## src/rtl/pid_pwm_out.sv

```systemverilog
// PWM output stage: clamps the controller output, latches it into a shadow duty register at
// each period boundary and drives a registered high/low pair. Optional dead-time: PID_PWM_DEADTIME_EN.
module pid_pwm_out #(
  parameter int PERIOD = 15000,
  parameter int UK_W   = 17,
  parameter int CNT_W  = 14,
  parameter int DEAD   = 8
) (
  input  logic             clk,
  input  logic             rst_n,
  input  logic             en,
  input  logic [UK_W-1:0]  uk,
  output logic             pwm_h,
  output logic             pwm_l,
  output logic [CNT_W-1:0] duty,
  output logic             period_tick,
  output logic             sat
);
  typedef enum logic {IDLE = 1'b0, RUN = 1'b1} state_t;

  localparam logic [CNT_W-1:0] LAST = CNT_W'(PERIOD - 1);
  localparam logic [CNT_W-1:0] MAXD = CNT_W'(PERIOD);

  state_t           state_q;
  logic [CNT_W-1:0] cnt_q;
  logic [CNT_W-1:0] duty_q;
  logic             sat_q;
  logic             pwm_h_q, pwm_h_d;
  logic             pwm_l_q, pwm_l_d;
  logic [CNT_W-1:0] clamp_val;
  logic             clamp_flag;
  logic             boundary;
  logic             raw_h, raw_l;

  // Returns {clamped flag, duty value}; negative inputs are flagged and forced to zero.
  function automatic logic [CNT_W:0] clamp(input logic [UK_W-1:0] v);
    if (v[UK_W-1])
      return {1'b1, {CNT_W{1'b0}}};
    else if (v > UK_W'(PERIOD))
      return {1'b1, MAXD};
    else
      return {1'b0, v[CNT_W-1:0]};
  endfunction

  assign {clamp_flag, clamp_val} = clamp(uk);

  assign boundary = (state_q == RUN) && (cnt_q == LAST);
  assign raw_h    = (state_q == RUN) && (cnt_q < duty_q);
  assign raw_l    = (state_q == RUN) && !(cnt_q < duty_q);

  always_ff @(posedge clk) begin
    if (!rst_n) begin
      state_q <= IDLE;
      cnt_q   <= '0;
      duty_q  <= '0;
      sat_q   <= 1'b0;
      pwm_h_q <= 1'b0;
      pwm_l_q <= 1'b0;
    end else begin
      pwm_h_q <= pwm_h_d;
      pwm_l_q <= pwm_l_d;
      case (state_q)
        IDLE: begin
          cnt_q <= '0;
          if (en) begin
            state_q <= RUN;
            duty_q  <= clamp_val;
            sat_q   <= clamp_flag;
          end
        end
        RUN: begin
          // en is only honoured on the last cycle, so a run request always finishes its period
          if (boundary) begin
            cnt_q <= '0;
            if (en) begin
              duty_q <= clamp_val;
              sat_q  <= clamp_flag;
            end else begin
              state_q <= IDLE;
            end
          end else begin
            cnt_q <= cnt_q + CNT_W'(1);
          end
        end
      endcase
    end
  end

`ifdef PID_PWM_DEADTIME_EN
  localparam int              DT_W   = (DEAD < 1) ? 1 : $clog2(DEAD + 1);
  localparam logic [DT_W-1:0] DEAD_V = DT_W'(DEAD);

  logic [1:0]      phase_q, phase_d;
  logic [DT_W-1:0] run_q, run_d;
  logic [DT_W-1:0] prior;

  // prior = cycles the current raw phase has already lasted, saturating at DEAD
  always_comb begin
    phase_d = {raw_h, raw_l};
    prior   = (phase_d == phase_q) ? run_q : '0;
    run_d   = (prior == DEAD_V) ? prior : prior + DT_W'(1);
    pwm_h_d = raw_h && (prior >= DEAD_V);
    pwm_l_d = raw_l && (prior >= DEAD_V);
  end

  always_ff @(posedge clk) begin
    if (!rst_n || (state_q == IDLE)) begin
      phase_q <= 2'b00;
      run_q   <= '0;
    end else begin
      phase_q <= phase_d;
      run_q   <= run_d;
    end
  end
`else
  assign pwm_h_d = raw_h;
  assign pwm_l_d = raw_l;
`endif

  assign pwm_h       = pwm_h_q;
  assign pwm_l       = pwm_l_q;
  assign duty        = duty_q;
  assign sat         = sat_q;
  assign period_tick = boundary;

endmodule

```

## config.mk

```make
export PLATFORM = sky130hd
export DESIGN_NAME = pid_pwm_out
export DESIGN_NICKNAME = d
export VERILOG_FILES = /design/src/rtl/pid_pwm_out.sv
export SDC_FILE = /design/constraint.sdc
export NUM_CORES = 1
export LEC_CHECK = 0
export CORE_MARGIN = 3
export CORE_UTILIZATION = 40
export DETAILED_ROUTE_END_ITERATION = 16
export GPL_TIMING_DRIVEN = 0
export PLACE_DENSITY = 0.74
export SYNTH_ARGS = -nofsm -noshare
export SYNTH_HDL_FRONTEND = slang
export SYNTH_SLANG_ARGS = --single-unit
```

## constraint.sdc

```tcl
create_clock -name clk -period 1.4 [get_ports clk]
set_clock_uncertainty 0.05 [all_clocks]
set_input_delay 0.14 -clock clk [delete_from_list [all_inputs] [get_ports clk]]
set_output_delay 0.14 -clock clk [all_outputs]
set_load 0.03 [all_outputs]
```

=== After elaboration in Yosys (flattened, before gate mapping) ===
Cells that the tools add are included.

* Add/sub/neg operators: 1
* $lt $le $gt $ge: 2
* Equal/unequal tests: 2
* Mux-type cells: 13
* Bitwise gates (word level): 1
* Reductions and logical operators: 4

{| class="wikitable"
|+ Operators with widths
! kind !! count
|-
| 14-bit one-hot mux with 2 select lines || 2
|-
| 14-bit two-way mux || 3
|-
| 15-bit two-way mux || 2
|-
| 17-bit by 14-bit greater-than comparator with 1-bit output (second input constant) || 1
|-
| 14-bit by 1-bit adder with 14-bit output (second input constant) || 1
|-
| 14-bit equality test (second input constant) || 1
|-
| 14-bit < comparator || 1
|-
| 1-bit two-way mux || 4
|-
| 1-bit one-hot mux with 2 select lines || 2
|-
| 1-bit logical AND || 3
|-
| 2-bit inequality test (second input constant) || 1
|-
| 1-bit logical NOT || 1
|-
| 1-bit inverter || 1
|}

* Register bits after elaboration: 32
* Bits of input ports: 20
* Word-level logic and storage cells: 29

=== Depth between registers and ports, before layout ===
Gate-level depths: netlist of run 1.

* Depth after elaboration: 6
* Depth in mapped cells: 7
* Mapped depth without buffers: 7

=== Least setup slack after synthesis of run 1 ===
No wires, ideal clock.

* Path type: reg2reg
* Start point: register duty_q[4] (netlist: duty[4])
* End point: register pwm_h_q (netlist: pwm_h)
* Library setup time: 65 ps
* Data arrival time: 1,610 ps
* Data required time: 1,285 ps
* Slack: -325 ps
* Stages on the path, launching flop included: 8
* Path buffers: 0
* Cells stage by stage: dfxtp_1 > inv_1 > ha_1 > a21o_1 > a21oi_1 > o21ai_0 > a211oi_1 > nor2b_1

* Word-level cells in the longest chain between the ends: 2

{| class="wikitable"
|+ RTL lines
! item !! RTL line !! RTL
|-
| from (decl) || 26 || <nowiki>logic [CNT_W-1:0] duty_q;</nowiki>
|-
| from (signal assigned) || 67 || <nowiki>duty_q <= clamp_val;</nowiki>
|-
| from (signal assigned) || 76 || <nowiki>duty_q <= clamp_val;</nowiki>
|-
| 14-bit < comparator || 48 || <nowiki>assign raw_h = (state_q == RUN) && (cnt_q < duty_q);</nowiki>
|-
| 1-bit logical AND || 48 ||
|-
| to (signal assigned) || 60 || <nowiki>pwm_h_q <= pwm_h_d;</nowiki>
|-
| to (decl) || 28 || <nowiki>logic pwm_h_q, pwm_h_d;</nowiki>
|}

Every way passes these cells.
A chain may end at the register's enable or synchronous reset.

=== Worst setup path in the final report of run 1 ===
* Start point: register cnt_q[3]
* End point: output port period_tick

* Word-level cells in the longest chain between the ends: 2

{| class="wikitable"
|+ RTL lines
! item !! RTL line !! RTL
|-
| from (decl) || 25 || <nowiki>logic [CNT_W-1:0] cnt_q;</nowiki>
|-
| from (signal assigned) || 82 || <nowiki>cnt_q <= cnt_q + CNT_W'(1);</nowiki>
|-
| 14-bit equality test || 47 || <nowiki>assign boundary = (state_q == RUN) && (cnt_q == LAST);</nowiki>
|-
| 1-bit logical AND || 47 ||
|-
| to (decl) || 16 || <nowiki>output logic period_tick,</nowiki>
|}

Every way passes these cells.

==> results of run 1 <==
[worst min-delay path, cell delays in order]
cell and delay [ns]:
clkdlybuf4s50_1 0.43, nand3_1 0.08, o21ai_1 0.06
[stage by stage]
stage | hold WS [ns] | TNS, ns | std cells | worst slack, ns
2_1_floorplan | 0.201 | -0.247 | 213 | -0.0602
3_3_place_gp | 0.406 | -7.81 | 300 | -0.443
3_5_place_dp | 0.410 | -8.43 | 300 | -0.470
4_1_cts | 0.403 | -3.28 | 319 | -0.212
5_1_grt | 0.412 | -5.88 | 321 | -0.244
6_report | 0.402 | -3.91 | 321 | -0.208
[final cells by class]
class | count | area, um2 | area share (%)
Tap cell | 50 | 62.6 | 2.31
Sequential cell | 32 | 706 | 26.1
Multi-Input combinational cell | 158 | 1250 | 46.2
Inverter | 16 | 60.1 | 2.22
Timing Repair Buffer | 51 | 488 | 18.1
Clock buffer | 8 | 90.1 | 3.33
Buffer | 6 | 48.8 | 1.81
[final timing paths]
check	start	to	slack [ns]
max	cnt_q[3]$_SDFF_PP0_	period_tick	-0.21
min	uk[2]	duty[2]$_SDFFE_PN0P_	0.40
max reg2reg	cnt_q[0]$_SDFF_PP0_	duty[0]$_SDFFE_PN0P_	-0.16
min reg2reg	cnt_q[0]$_SDFF_PP0_	cnt_q[0]$_SDFF_PP0_	0.41
[logic make-up after synthesis]
group / after synthesis / synth area share (%)
adder cells (fa/ha/maj): 14 / 9.77
flip-flops: 32 / 35.7
AND/OR/NAND/NOR: 91 / 27.7
AO/OA/AOI/OAI: 43 / 16.2
buffers and inverters: 23 / 5.72
XOR/XNOR: 10 / 4.88
[power by group through the flow]
stage	clock (mW)	combinational, mW	sequential [mW]
floorplan	0	0.146	1.01
global placement	0	0.327	0.977
detailed placement	0	0.332	0.978
CTS	0.755	0.352	0.952
global route	0.780	0.418	0.950
finish	0.737	0.387	0.947
[timing repair]
action | CTS | global route
setup endpoints to repair | 50 | 33
buffers inserted | 9 | 2
resized for setup | 50 | 24
hold buffers | 0 | 0
pin swaps | 8 | 16
gates cloned | 2 | 1
[metal layers]
| layer | global-route usage (%) | vias up |
|---|---|---|
| met1 | 25.2 | 805 |
| met4 | 6.15 | 0 |
| met5 | 0 | - |
| met2 | 31.4 | 41 |
| met3 | 4.82 | 6 |
| li1 | - | 856 |
[cells in the final DEF (no fill, tap or decap), drive strengths merged, types with 12 or more instances in the layout]
cell / count
inv: 16
dfxtp: 32
clkbuf: 12
clkdlybuf4s50: 19
o21ai: 14
ha: 14
buf: 17
dlygate4sd2: 17
nor2: 26
nand3: 18
a21oi: 12
nand2: 13
[flip-flops by register name (all words and copies together), names as in the netlist]
register / count
duty: 14
state_q: 1
pwm_l: 1
cnt_q: 14
pwm_h: 1
sat: 1
==> metrics.md, run 1 <==
| Metric | Value |
|---|---|
| Placed cell area | between 2000 and 2500 um2 |
| Post-route ant nets | 0 |
| Max frequency | 622 MHz |
| Clk buf depth | 2 |
| Unrepaired setup endpoints after global routing | yes |
| PwrDens | approximately 770 nW/um2 |
| IO buf count | 37 |
| Met2 wire length | 2420 um |
| Number of flops mapped to enable cells by yosys | 0 |
| Global-route wire length before repair | 7850 um |
| Gr ovfl total | 0 |
| Most frequent cell after synthesis | dfxtp_1 |
| M1 WL | around 2200 um |
| Switching Share | between 20% and 30% |
| Area Growth Syn to Fin | 50.7% |
| Largest net degree at the start of global routing | 11 |
| Vias in the first global route | about 1.6k |
| Minimum clock period | roughly 1.6 ns |
| Register area share after synthesis | between 30% and 40% |
| Largest driver fanout on the critical path | 3 |
| Inserted Clock Buffers | 5 |
| Top cell type's share of synthesized area | 35.7% |
| Most common library cells after synthesis | dfxtp_1 (32), nor2_1 (26), nand3_1 (18) |
| Crit path largest cell delay | between 0.3 and 0.4 ns |
| Status | finished, violations left |
| Via density per instance | ~5.3 |
| Worst path bufs/invs | 1 |
| Cell family with most CP delay | simple AND/OR/NAND/NOR gates |
| GP Congestion | around 0.84 |
| Hold Fails Final Rpt | 0 |
| # DRC | 0 |
| Finished Cell Area | 2700 um2 |
| Crit path capture type | output pin |
| DIE HEIGHT | 73.0 um |
| Tcrit/Tclk final | 115% |
| Seq cells post-synth | 32 |
| Routed WL | slightly below 5000 um |
| Cells after synthesis | about 210 |
| R2R cell count | 7 |
| Vias | 1708 |
| Leak | 1.06 nW |
| Gr usage total | around a fifth |
| Crit start category | flip-flop |
| Worst Hold Class | in2reg |
| Antenna diode count | 0 |
| Starting Density | a little over two fifths |
| Synthesized area | about 1800 um2 |
| Final Total Pwr | between 2 and 2.5 mW |
| Reg clk slew, reported paths | roughly 0.060 ns |
| Clock power frac | between 30 and 40% |
| Pint | roughly 1.5 mW |
| Layout cells sized above 1 | between 30% and 40% |
| Final setup viols | 33 |
| Slew Limit Fails | 0 |
| Synth Flop Type | dfxtp_1 |
| Max cap viols | 0 |
| Crit path arrival time | around 1.4 ns |
| Die area | approximately 5300 um2 |
| Max VDD drop | ~0.46 mV |
| Fin worst setup slack | -0.208 ns |
| H-tree levels | 2 |
| Critical path depth | 4 |
| Yosys cell types | 41 |
| Clock sink total | 32 |
| Synth Warn # | 0 |
| Yosys top cell by area | dfxtp_1 |
| CTS tree | built |
| Nets | between 300 and 400 |
| CP max stage cell | and4bb_4 |
| Critical path type | reg2out |
| Failing checks | setup timing |
| Slew HR | between 50 and 60% |
| CP Cell Sequence | and4bb_4 -> nand4_4 -> nor2_4 -> buf_6 |
| P_sw | 0.568 mW |
| Routed len/inst | roughly 15 um |
| Worst skew pair latency | approximately 0.28 ns |
| Hold depth | 3 |
| Top cells by area, synth | dfxtp_1 (36%), ha_1 (9.8%), nor2_1 (5.4%), nand3_1 (5.0%), a21oi_1 (3.3%) |
| Comb pwr share | roughly a fifth |
| Util after Layout | roughly two thirds |
| Syn Area/Cell | 8.42 um2 |
| Ports | 38 |
| Root Buffer Master | clkbuf_8 |
| CP required | about 1.2 ns |
| Initial antenna violation count | 0 |
| # rows | 23 |
| FILL cells | approximately 360 |
| Seq pwr share | approximately 46% |
| Worst Max-Slew Pin Slew | 0.603 ns |
| Top layer in use | met4 |
| Core Footprint | roughly 4200 um2 |
| Horiz. Die Dim | roughly 73 um |
| Final HPWL DP | ~3400 um |
| Asr flop ratio synth | 0% |
| DR pass1 iterations | 4 |
| Net Count, Synth | roughly 250 |
| Number of DRC markers in iteration 0 | 96 |
| Routed wl met3 | 208 um |
Note: power is estimated with default switching activity, not from simulation.
==> run 2, diff against run 1 <==
Settings changed: CAP_MARGIN from default to 5.
==> results of run 2 <==
The final DEF is identical to that of run 1; final timing and power are the same.
==> run 3, diff against run 2 <==
Settings changed: CORE_MARGIN 3 to default, CTS_CLUSTER_DIAMETER from default to 80.
==> run 3 against run 2 <==
- the flow still finishes with violations (setup timing)
- hold slack worse by 0.00088 ns
- cell area increased by 7.9%
- sequential power decreased by 0.4%
- die area decreased by 11%
- critical path type unchanged
==> metrics.md, run 3 (same netlist as run 1, synthesis figures left out) <==
| Metric | Value |
|---|---|
| Routed WL | 5170 um (+6.4%) |
| # DRC | 0 (unchanged) |
| Worst skew pair latency | 0.29 ns (about the same) |
| Area Growth Syn to Fin | 62.6% |
| CP Cell Sequence | nor3b_4 -> buf_4 -> nand4_4 -> nor2_4 -> buf_6 |
| Root Buffer Master | clkbuf_8 |
| Status | finished, violations left |
| Crit path arrival time | 1.43 ns (about the same) |
| Flop2flop setup slack | -0.17 ns (about the same) |
| Leak | 1.15 nW (+8.3%) |
| Fin worst setup slack | -0.223 ns (-0.0149 ns) |
| PwrDens | 727 nW/um2 (-5.1%) |
| Clk buf depth | 2 (unchanged) |
| Gr usage total | 23.4% (+4.0 points) |
| # rows | 23 (unchanged) |
| Largest net degree at the start of global routing | 11 (unchanged) |
| Unrepaired setup endpoints after global routing | yes |
| Most frequent cells in the layout | clkdlybuf4s50_1 (19), dlygate4sd2_1 (17), nor2_1 (15), dfxtp_4 (14) |
| Inserted Clock Buffers | 5 (unchanged) |
| Vias in the first global route | 1739 (+5.9%) |
| Hold slack | 0.401 ns (-0.000878 ns) |
| CTS tree | built |
| Die area | 4750 um2 (-11%) |
| IO buf count | 37 (unchanged) |
| Clock sink total | 32 (unchanged) |
| CP max stage cell | dfxtp_4 |
| Crit path largest cell delay | 0.37 ns (about the same) |
| Final setup viols | 32 (-3.0%) |
| GP Congestion | 0.829 (-1.2%) |
| Number of DRC markers in iteration 0 | 68 (-29%) |
| Layout cells sized above 1 | 41.7% (+7.0 points) |
| Final HPWL DP | 3260 um (-3.7%) |
| Minimum clock period | 1.62 ns (+0.0149 ns) |
| DIE HEIGHT | 69.0 um (-5.5%) |
| Final Total Pwr | 2.12 mW (+2.3%) |
| Slew Limit Fails | 0 (unchanged) |
| Crit start category | flip-flop |
| Util after Layout | 70.4% (+5.6 points) |
| Hold Fails Final Rpt | 0 (unchanged) |
| Worst Hold Class | in2reg |
| Starting Density | 43.3% (+0.30 points) |
| Reg clk slew, reported paths | 0.07 ns (about the same) |
| Slew HR | 60.9% (+1.1 points) |
| Critical path type | reg2out |
| Largest driver fanout on the critical path | 5 (+2) |
| Max frequency | 616 MHz (-0.92%) |
| Core Footprint | 4140 um2 (-0.69%) |
| Tcrit/Tclk final | 116% (+1.1 points) |
| Nets | 316 (+3.9%) |
| Max cap viols | 0 (unchanged) |
| Horiz. Die Dim | 69.0 um (-5.5%) |
| CP required | 1.21 ns (about the same) |
| Max VDD drop | 0.638 mV (+37%) |
| Commonest non-fill, non-tap cell in the layout | clkdlybuf4s50_1 |
| Ports | 38 (unchanged) |
| Failing checks | setup timing |
| DR pass1 iterations | 4 (unchanged) |
| Crit path capture type | output pin |
| Worst Max-Slew Pin Slew | 0.587 ns (-0.0166 ns) |
| Routed len/inst | 15.5 um (+2.5%) |
| CTS Hold Buffers Added | 0 (unchanged) |
| Antenna diode count | 0 (unchanged) |
| H-tree levels | 2 (unchanged) |
| Gr ovfl total | 0 (unchanged) |
| Vias | 1782 (+4.3%) |
| Via density per instance | 5.35 (+0.57%) |
| Initial antenna violation count | 0 (unchanged) |
| Global-route wire length before repair | 7990 um (+1.8%) |
| Post-route ant nets | 0 (unchanged) |
-- run 3: final timing paths --
check | endpoint | cells past startpoint | start
max reg2reg | duty[4]$_SDFFE_PN0P_ | 8 | cnt_q[8]$_SDFF_PP0_
max | period_tick | 5 | cnt_q[8]$_SDFF_PP0_
min | duty[2]$_SDFFE_PN0P_ | 3 | uk[2]
min reg2reg | duty[8]$_SDFFE_PN0P_ | 2 | duty[8]$_SDFFE_PN0P_
-- run 3: critical path, delay by kind of cell, from the launching register on --
family | cells | cell delay [ns]
buf+inv | 2 | 0.28
simple gates | 3 | 0.48
flops | 1 | 0.37
-- run 3: power breakdown --
part	total [mW]	switching, mW	internal [mW]
Sequential	0.943	0.0249	0.918
Clock	0.745	0.353	0.392
Combinational	0.432	0.221	0.211
-- run 3: area by class of cell --
class / instances / area [um2]
Timing Repair Buffer: 63 / 624
Buffer: 6 / 52.6
Clock inverter: 2 / 10.0
Multi-Input combinational cell: 158 / 1320
Clock buffer: 6 / 82.6
Sequential cell: 32 / 707
Fill cell: 324 / 1230
Tap cell: 50 / 62.6
Inverter: 16 / 60.1
-- run 3: layer usage --
layer / up-vias / share of wire (%) / wire length, um / global-route usage, %
met5: - / 0 / 0 / 0
met4: 0 / 2.0 / 105 / 10.2
met1: 848 / 45 / 2340 / 28.4
met2: 36 / 49 / 2560 / 39.6
met3: 12 / 3.3 / 169 / 4.61
li1: 886 / - / - / -
-- run 3: timing repair --
| item | CTS | global route |
|---|---|---|
| gates cloned | 2 | 1 |
| endpoints found under the hold margin | 0 | 0 |
| setup endpoints to repair | 48 | 33 |
| buffers inserted | 16 | 7 |
| pin swaps | 25 | 8 |
| gates resized for setup | 72 | 25 |
-- run 3: stage by stage --
stage / area (um2) / setup slack (ns) / setup TNS (ns) / std cells
after detailed placement: 2340 / -0.447 / -8.46 / 300
final: 2920 / -0.223 / -3.70 / 333
after global placement: 2340 / -0.446 / -8.24 / 300
after CTS: 2750 / -0.205 / -3.61 / 325
after global routing: 2920 / -0.289 / -6.10 / 333
after floorplan: 1910 / -0.0602 / -0.247 / 213
